===== src/rtl/seg_scan_decoder.sv =====
// rtl/seg_scan_decoder.sv - recovers a 4-digit hex value from a multiplexed 7-segment scan
//
// Watches the active-low segment and anode lines of a scanned 4-digit display.
// Each digit dwell is captured once after it has been stable for SETTLE_CYCLES
// consecutive edges. Captures build a frame. When all four digits have been
// seen, the frame is published.
//
// Ports:
//   clk          - the only clock, rising edge
//   rst_n        - synchronous active-low reset
//   seg[6:0]     - active-low segments, bit0=a .. bit6=g
//   an[3:0]      - active-low digit enables, an[i]=0 selects digit i
//   value[15:0]  - last complete frame, digit i in value[4i+3:4i]
//   digit_err[3:0] - digit i of the last frame held an undecodable pattern
//   frame_valid  - one-cycle pulse when value/digit_err update

module seg_scan_decoder #(
    parameter int SETTLE_CYCLES = 4
) (
    input  logic        clk,
    input  logic        rst_n,
    input  logic [6:0]  seg,
    input  logic [3:0]  an,
    output logic [15:0] value,
    output logic [3:0]  digit_err,
    output logic        frame_valid
);

    localparam logic [7:0] SETTLE_MAX = 8'(SETTLE_CYCLES);
    localparam logic [7:0] SETTLE_M1  = 8'(SETTLE_CYCLES - 1);

    typedef enum logic {
        WAIT = 1'b0,
        HOLD = 1'b1
    } state_t;

    state_t      state;
    logic [10:0] prev_sample;
    logic [7:0]  stable_cnt;
    logic [15:0] shadow_val;
    logic [3:0]  shadow_err;
    logic [3:0]  seen;

    logic [10:0] sample;
    logic        same;
    logic [3:0]  digit_sel;
    logic [4:0]  decoded;
    logic        capture;
    logic [15:0] next_val;
    logic [3:0]  next_err;
    logic [3:0]  seen_next;

    // Returns {err, nibble}; unknown patterns decode as nibble 0 with err set.
    function automatic logic [4:0] decode_seg(input logic [6:0] s);
        logic [4:0] r;
        case (s)
            7'h40:   r = 5'h00;
            7'h79:   r = 5'h01;
            7'h24:   r = 5'h02;
            7'h30:   r = 5'h03;
            7'h19:   r = 5'h04;
            7'h12:   r = 5'h05;
            7'h02:   r = 5'h06;
            7'h78:   r = 5'h07;
            7'h00:   r = 5'h08;
            7'h10:   r = 5'h09;
            7'h08:   r = 5'h0A;
            7'h03:   r = 5'h0B;
            7'h46:   r = 5'h0C;
            7'h21:   r = 5'h0D;
            7'h06:   r = 5'h0E;
            7'h0E:   r = 5'h0F;
            default: r = 5'h10;
        endcase
        return r;
    endfunction

    assign sample  = {an, seg};
    assign same    = (sample == prev_sample);
    assign decoded = decode_seg(seg);

    // Only a single low anode names a digit; blanking and multi-digit
    // patterns yield no selection and therefore never capture.
    always_comb begin
        digit_sel = 4'b0000;
        case (an)
            4'b1110: digit_sel = 4'b0001;
            4'b1101: digit_sel = 4'b0010;
            4'b1011: digit_sel = 4'b0100;
            4'b0111: digit_sel = 4'b1000;
            default: digit_sel = 4'b0000;
        endcase
    end

    // stable_cnt counts equal edges before this one, so this edge is the
    // SETTLE_CYCLES-th when the count sits one below the target.
    assign capture = (state == WAIT) && same && (stable_cnt == SETTLE_M1)
                     && (digit_sel != 4'b0000);

    // Shadow contents including this edge's capture, so the publishing edge
    // can copy the final digit straight into value.
    always_comb begin
        next_val = shadow_val;
        next_err = shadow_err;
        for (int i = 0; i < 4; i++) begin
            if (capture && digit_sel[i]) begin
                next_val[4*i +: 4] = decoded[3:0];
                next_err[i]        = decoded[4];
            end
        end
    end

    assign seen_next = seen | (capture ? digit_sel : 4'b0000);

    always_ff @(posedge clk) begin
        if (!rst_n) begin
            state       <= WAIT;
            prev_sample <= '1;
            stable_cnt  <= '0;
            shadow_val  <= '0;
            shadow_err  <= '0;
            seen        <= '0;
            value       <= '0;
            digit_err   <= '0;
            frame_valid <= 1'b0;
        end else begin
            prev_sample <= sample;
            frame_valid <= 1'b0;

            if (!same) begin
                stable_cnt <= '0;
            end else if (stable_cnt != SETTLE_MAX) begin
                stable_cnt <= stable_cnt + 8'd1;
            end

            case (state)
                WAIT: begin
                    if (capture) begin
                        state      <= HOLD;
                        shadow_val <= next_val;
                        shadow_err <= next_err;
                        if (seen_next == 4'hF) begin
                            value       <= next_val;
                            digit_err   <= next_err;
                            frame_valid <= 1'b1;
                            seen        <= 4'h0;
                        end else begin
                            seen <= seen_next;
                        end
                    end
                end
                HOLD: begin
                    // A dwell is captured once; any change re-arms capture.
                    if (!same) begin
                        state <= WAIT;
                    end
                end
                default: state <= WAIT;
            endcase
        end
    end

endmodule


===== config.mk =====
export PLATFORM = sky130hd
export DESIGN_NAME = seg_scan_decoder
export DESIGN_NICKNAME = d
export VERILOG_FILES = /design/src/rtl/seg_scan_decoder.sv
export SDC_FILE = /design/constraint.sdc
export NUM_CORES = 1
export LEC_CHECK = 0
export ABC_AREA = 1
export CORE_UTILIZATION = 43
export CTS_CLUSTER_DIAMETER = 100
export DETAILED_ROUTE_END_ITERATION = 7
export HOLD_SLACK_MARGIN = 0.05
export PLACE_DENSITY = 0.73
export SYNTH_ARGS = -nofsm -noshare
export SYNTH_HDL_FRONTEND = slang
export SYNTH_SLANG_ARGS = --single-unit

===== constraint.sdc =====
create_clock -name clk -period 3.3 [get_ports clk]
set_input_delay 0.99 -clock clk [delete_from_list [all_inputs] [get_ports clk]]
set_output_delay 0.99 -clock clk [all_outputs]
set_load 0.01 [all_outputs]

==> Word level (Yosys, flattened, before mapping) <==
Cells that the tools add are included.
{ "totals": {"mem_bits_rw": 0, "latch_bits": 0, "rom_bits": 0, "inputBits": 13, "regBits": 65, "memories": 0} }
{ "op_classes": {"mul": 0, "add_sub_neg": 1, "n_shift": 0, "mux": 16, "n_reduce_logical": 13, "n_eq_ne": 23, "magnitude_cmp": 0, "bitwise": 4, "n_div": 0} }
{ "ops": {"columns": ["operator", "count"], "rows": [
  ["$pmux W5 S16", 1],
  ["$eq A7 B7 Y1 const B", 4],
  ["$mux W4", 6],
  ["$eq A7 B5 Y1 const B", 3],
  ["$eq A7 B6 Y1 const B", 3],
  ["$eq A4 B4 Y1 const B", 4],
  ["$pmux W4 S4", 1],
  ["$eq A7 B2 Y1 const B", 2],
  ["$eq A7 B4 Y1 const B", 2],
  ["$eq A11 B11 Y1", 1],
  ["$add A8 B1 Y8 const B", 1],
  ["$eq A8 B2 Y1 const B", 1],
  ["$ne A8 B3 Y1 const B", 1],
  ["$eq A7 B3 Y1 const B", 1],
  ["$logic_and A1 B1 Y1", 7],
  ["$logic_not A7 Y1", 1],
  ["$mux W1", 7],
  ["$eq A4 B3 Y1 const B", 1],
  ["$or A4 B4 Y4", 1],
  ["$reduce_and A2 Y1", 2],
  ["$reduce_bool A4 Y1", 1],
  ["$not A1 Y1", 3],
  ["$reduce_and A3 Y1", 1],
  ["$reduce_or A3 Y1", 1],
  ["$pmux W1 S2", 1]
]} }

==> Logic depth before layout (Yosys ltp) <==
Gate-level depths: netlist of run 1.
{ "depth": {"word_depth": 8, "mapped_depth": 15, "mapped_depth_nobuf": 14} }

==> Worst setup path before layout of run 1 <==
Ideal clock, no wire load.
{ "synth_timing": {"path_kind": "in2reg", "start": "in seg[4]", "end": "reg value[12]", "path_stages": 14, "setup_slack_ns": 0.851, "t_arrival_ns": 2.326, "path_buffers": 2, "setup_ns": 0.123, "path_cell_list": "buf_2 inv_2 nand2_1 nand2_1 nand2_1 nor2_1 nand2_1 nor2_4 nand4_4 nand2_1 nand3_4 nand2_1 buf_6 a21oi_1"} }
{ "synth_via": {"elab_chain_len": 8} }
{ "synth_lines": {"columns": ["item", "line", "rtl"], "rows": [
  ["start, declared", "22", "input logic [6:0] seg,"],
  ["$eq A11 B11 Y1", "79", "assign same = (sample == prev_sample);"],
  ["$logic_and A1 B1 Y1 (2 in a row)", "97", "assign capture = (state == WAIT) && same && (stable_cnt == SETTLE_M1)"],
  ["$logic_and A1 B1 Y1", "98", "&& (digit_sel != 4'b0000);"],
  ["$mux W4", "113", "assign seen_next = seen | (capture ? digit_sel : 4'b0000);"],
  ["$or A4 B4 Y4", "113", null],
  ["$eq A4 B4 Y1", "142", "if (seen_next == 4'hF) begin"],
  ["$reduce_and A3 Y1 (no source line)", null, null],
  ["end signal, assigned", "143", "value <= next_val;"],
  ["end, declared", "24", "output logic [15:0] value,"]
]} }
Several ways; a longest one is shown, not always the timed one.
A chain may end at the register's enable or synchronous reset.

==> Worst setup path in the final report of run 1 <==
{ "layout_timing": {"start": "in seg[5]", "end": "reg value[6]"} }
Same word-level chain as after synthesis.

==> results.cfg, run 1 <==
[outcome]
status = completed

[synthesis]
ys_async_sr_fraction_pct = 0
synth_edf_count = 0
synth_top_area_cell = dfxtp_1
synth_compound_gate_area_share_pct = 7.46
synth-xor-area-share_pct = 3.02
ys_seq_area_share_pct = 40.8
ys_types = 37
syn_area_per_cell_um2 = 6.90
synth_fp_nets = 477
synth-seq-cells = 65
synth_fa_ha_area_share_pct = 0.786
yosys.area_share.simple_pct = 35.5
syn-cell-area_um2 = 3190
ys_top_cells_by_area = dfxtp_1 (41%), nand2_1 (16%), inv_1 (9.0%), nor2_1 (6.2%), a21oi_1 (3.0%)
synth_top_family_by_area = simple AND/OR/NAND/NOR gates
synth_top_area_share_pct = 40.8
ys.flop_type = dfxtp_1
synthMuxAreaShare_pct = 0
syn_inst = 462
yosysWarnings = 0

[sta]
drv_slew = 0
relSlewSlack_pct = 34.4
fmax_ghz = 0.339
finalCritPeriodShare_pct = 89.3
rsz0062_at_grt = no
fin_skew_ps = 12.8
setup_ws_ps = 354
layout_min_cycle_time_ps = 2950
tightest_slew_ps = 971
final_hold_viol_count = 0
setup_viol = 0

[grt]
overflow = 0
antenna_found_initial = 0
grt_max_degree = 16
grt_pass1_vias = 2583
grt_usage_pct = 19.2
grt_pass1_wl_um = 11400

[cts]
htreeDepth = 3
cts_buffers = 9
clockBufferDepth = 2
cts.sinks = 65
clock_latency_ps = 360
hold_buffers = 0
cts_resized = 0
cts_root_buf = clkbuf_8
post_cts_buffers = 0
cts.clk_slew.worst_paths_ps = 80
cts_tree = yes

[floorplan]
die_w_um = 88.1
fp.dieArea_um2 = 7760
chipHeight_um = 88.1
rows = 31
start_util_pct = 44.2
io_pins = 34
fp.coreArea_um2 = 7210

[critical_path]
r2r_start = stable_cnt[1]
reg2reg_slack_ps = 1140
crit_path_max_fanout = 11
end_kind = register
arrival_ps = 3170
startpoint_type = input pin
worstPathRequired_ps = 3520
r2r_cells = 8
crit_type = in2reg
reg2reg_to = value[6]

[layout]
drive_gt1_share_pct = 11.4
n_fill_cell = 717
layout.cells.non_filler = 607
n_antenna_cell = 0
final_nets = 518
final_area_um2 = 3830
area_growth_pct = 20.1
fin_util_pct = 53.1

[drt]
wirelength_um = 6560
vias = 2793
ant_nets = 0
drtIter0Drc = 138
remaining_drc_errors = 0
wl_per_cell_um = 10.8
avgViaCountPerCell = 4.60
first_pass_iters = 4

[pwr]
vdd_drop_max_v = 0.000232
powerDensity_nw_per_um2 = 411
power_leakage_nw = 1.92
p_total_mw = 1.57

[place]
dpl_worst_slack_ps = -28.5
placed_area_um2 = 3630
placed_cells_incl_taps = 591
gp_congestion = 0.971
portBuffers = 33
hpwl_um = 4840

[min_path]
hold_depth = 2
worst_hold_startpoint = digit_err[0]
holdPathEnd = digit_err[0]
hold_class = reg2reg

[job]
drv_cap = 0
-- state kept, by name, summed over array words and instances, names as in the netlist --
| signal | count |
|---|---|
| state | 1 |
| shadow_val | 16 |
| stable_cnt | 8 |
| digit_err | 4 |
| value | 16 |
| shadow_err | 4 |
| seen | 4 |
| prev_sample | 11 |
| frame_valid | 1 |
-- where the power goes --
part | internal (mW) | total [mW] | switching (mW)
Clock | 0.347 | 0.672 | 0.325
Combinational | 0.0379 | 0.107 | 0.0688
Sequential | 0.791 | 0.796 | 0.00469
-- worst max path at each step --
| stage | startpoint | depth (start not counted) | to |
|---|---|---|---|
| global route | seg[4] | 13 | value[7] |
| CTS | seg[5] | 13 | value[11] |
| floorplan | seg[4] | 14 | value[12] |
| detailed placement | seg[5] | 13 | value[6] |
| global placement | seg[4] | 13 | value[5] |
| finish | seg[5] | 13 | value[6] |
-- layout make-up --
class	count	area (um2)	share of cell area, %
tap	99	124	3.24
multi-input combinational	298	1490	38.9
clock buffer	9	124	3.24
timing repair buffer	41	390	10.2
sequential	65	1300	34.0
inverter	88	330	8.63
clock inverter	7	68.8	1.80
-- per-stage QoR --
stage          hold slack (ps)  setup TNS, ps
5_1_grt                    469              0
6_report                   451              0
2_1_floorplan              429              0
3_3_place_gp               436              0
3_5_place_dp               440           -105
4_1_cts                    456              0
-- worst max-delay path, stage by stage --
cell and delay (ps):
clkdlybuf4s50_1 540, inv_2 150, nand2_1 60, nand2_1 50, nand2_1 50, nor2_1 100
nand2_1 90, nor2_4 170, nand4_1 200, nor2_4 180, nand3_4 120, nand2_1 330
a21oi_1 120
-- metal layers --
metal / track usage [%] / vias to the layer above / routed length, um
li1: - / 1496 / -
met1: 23.2 / 1220 / 3120
met2: 32.5 / 66 / 3040
met3: 4.52 / 11 / 264
met4: 8.36 / 0 / 130
met5: 0 / - / 0
-- Yosys cell counts, types with 2 or more instances --
| cell type | number |
|---|---|
| nor3b_1 | 2 |
| buf_2 | 4 |
| xor2_1 | 5 |
| xnor2_1 | 6 |
| nand2_1 | 134 |
| nand4_1 | 10 |
| nand2_2 | 2 |
| ha_1 | 2 |
| buf_6 | 2 |
| o21ai_1 | 6 |
| a21oi_1 | 19 |
| o21ai_2 | 3 |
| inv_2 | 12 |
| inv_1 | 76 |
| a211oi_1 | 4 |
| dfxtp_1 | 65 |
| nand4_2 | 2 |
| nor2_4 | 5 |
| nand3_1 | 18 |
| nor3_1 | 6 |
| nor2_1 | 53 |
| clkbuf_1 | 3 |
| nand4_4 | 2 |
| nor2_2 | 4 |
| o211ai_1 | 2 |
| o21ai_0 | 4 |
-- cells in the final DEF (no fill, tap or decap), types with 9 or more instances in the layout --
master	netlist	routed
nand2_1	134	134
inv_1	76	76
dfxtp_1	65	65
nor2_1	53	53
clkdlybuf4s50_1	0	33
a21oi_1	19	19
nand3_1	18	18
inv_2	12	12
nand4_1	10	10
clkbuf_8	0	9
-- cells by family after synthesis --
group	count (synthesis)
AO/OA/AOI/OAI	40
adder cells (fa/ha/maj)	2
XOR/XNOR	11
AND/OR/NAND/NOR	245
flip-flops	65
buffers and inverters	99
Power figures use the tool's default switching activity.
==> run 2, diff against run 1 <==
CAP_MARGIN = 15   (was not set)
DONT_BUFFER_PORTS = 1   (was not set)
PLACE_DENSITY = 0.68   (was 0.73)
==> run 2 against run 1 <==
Net effect: worst setup slack improved by 460 ps; via count fell by 5.1%; critical endpoint is now digit_err[1]; clock power increased by 19%; wire length is 1.4% lower; core utilization fell by 4.8 points; critical path depth rose by 1; flip-flop and latch count stayed put; highest routed layer unchanged; first-iteration DRC count down 19%.
==> results.cfg, run 2 (synthesis gave the netlist of run 1 again) <==
[pwr]
power_leakage_nw = 1.79
vdd_drop_max_v = 0.000194
powerDensity_nw_per_um2 = 479

[sta]
rsz0062_at_grt = no
final_hold_viol_count = 0
fmax_ghz = 0.403
relSlewSlack_pct = 36.6
layout_min_cycle_time_ps = 2480
tns_ps = 0
fin_skew_ps = 9.88
setup_viol = 0
drv_slew = 0
tightest_slew_ps = 938
finalCritPeriodShare_pct = 75.3

[layout]
largestRegisters = shadow_val x16, value x16, prev_sample x11
n_fill_cell = 740
area_growth_pct = 9.27
layout_commonest_cell = nand2_1
n_antenna_cell = 0
layout.cells.non_filler = 566
final_nets = 477
final_cell_mix = nand2_1 (134), inv_1 (76), dfxtp_1 (65), nor2_1 (53), a21oi_1 (19)
drive_gt1_share_pct = 10.7

[grt]
grt_usage_pct = 18.8
grt_max_degree = 30
overflow = 0
grt_pass1_vias = 2509
antenna_found_initial = 0
grt_pass1_wl_um = 11100

[cts]
cts_resized = 0
cts.clk_slew.worst_paths_ps = 80
post_cts_buffers = 0
clockBufferDepth = 2
htreeDepth = 3
cts.sinks = 65
hold_buffers = 0
cts_tree = yes
cts_root_buf = clkbuf_8
cts_buffers = 9
clock_latency_ps = 350

[place]
portBuffers = 0
hpwl_um = 4650
placed_cells_incl_taps = 550
gp_congestion = 0.832

[critical_path]
startpoint_type = input pin
worstPathRequired_ps = 3550
crit_type = in2reg
crit_path_max_fanout = 12
arrival_ps = 2730
end_kind = register

[floorplan]
chipHeight_um = 88.1
rows = 31
die_w_um = 88.1
io_pins = 34
fp.coreArea_um2 = 7210
fp.dieArea_um2 = 7760
start_util_pct = 44.2

[drt]
first_pass_iters = 4
drtIter0Drc = 112
wirelength_um = 6470
remaining_drc_errors = 0
avgViaCountPerCell = 4.68
ant_nets = 0
wl_per_cell_um = 11.4
vias = 2650

[job]
drv_cap = 0

[outcome]
status = completed

[min_path]
hold_class = reg2reg
-- run 2: cell types whose count changed in the layout (fill, tap and decap cells not counted), sizes merged --
cell	previous run	this run
bufinv	1	2
clkdlybuf4s50	33	0
clkbuf	9	11
clkinv	3	1
clkinvlp	2	1
buf	8	0
-- run 2: path summary, 6_finish.rpt --
kind | start | to | slack, ps | cells after the start
setup / recovery | an[1] | digit_err[1] | 820 | 14
hold / removal | shadow_val[2] | shadow_val[2] | 470 | 2
setup reg to reg | stable_cnt[1] | digit_err[1] | 990 | 10
hold reg to reg | shadow_val[2] | shadow_val[2] | 470 | 2
-- run 2: critical path, stage by stage --
cell and delay, ps:
inv_1 70, nand2_1 60, nand2_1 80, nand2_1 50, nor2_1 80, nand2_1 90, nor2_4 170, nand4_2 280
nand2_2 190, nand2_1 100, nor2_4 260, nor2_2 150, nand2_1 100, nand2_1 50
-- run 2: area by class of cell --
class / count / area [um2] / area share [%]
multi-input cells: 298 / 1490 / 42.8
flip-flops and latches: 65 / 1300 / 37.4
clock inverters: 5 / 85.1 / 2.44
well taps: 99 / 124 / 3.56
clock buffers: 11 / 151 / 4.35
inverters: 88 / 330 / 9.49
-- run 2: stage by stage --
| step | hold WS (ps) | instance area [um2] | total power, mW | utilization [%] | setup slack [ps] |
|---|---|---|---|---|---|
| floorplan | 429 | 3190 | 0.885 | - | 851 |
| global placement | 452 | 3240 | 0.886 | 45.0 | 483 |
| detailed placement | 456 | 3240 | 0.887 | 45.0 | 437 |
| CTS | 471 | 3480 | 1.69 | 48.2 | 804 |
| global route | 481 | 3480 | 1.72 | 48.2 | 521 |
| finish | 469 | 3480 | 1.67 | 48.2 | 816 |
-- run 2: report_power, final --
group | total (mW) | switching, mW | leakage [nW] | internal (mW)
Clock | 0.797 | 0.326 | 0.116 | 0.471
Sequential | 0.795 | 0.00444 | 0.527 | 0.791
Combinational | 0.0734 | 0.0495 | 1.15 | 0.0238
-- run 2: metal layers --
layer / track usage (%) / share of wire [%] / vias to the layer above / wire length [um]
li1: - / - / 1415 / -
met1: 22.7 / 46 / 1172 / 3000
met2: 31.4 / 47 / 48 / 3040
met3: 3.68 / 4.1 / 15 / 266
met4: 10.9 / 2.4 / 0 / 152
met5: 0 / 0 / - / 0
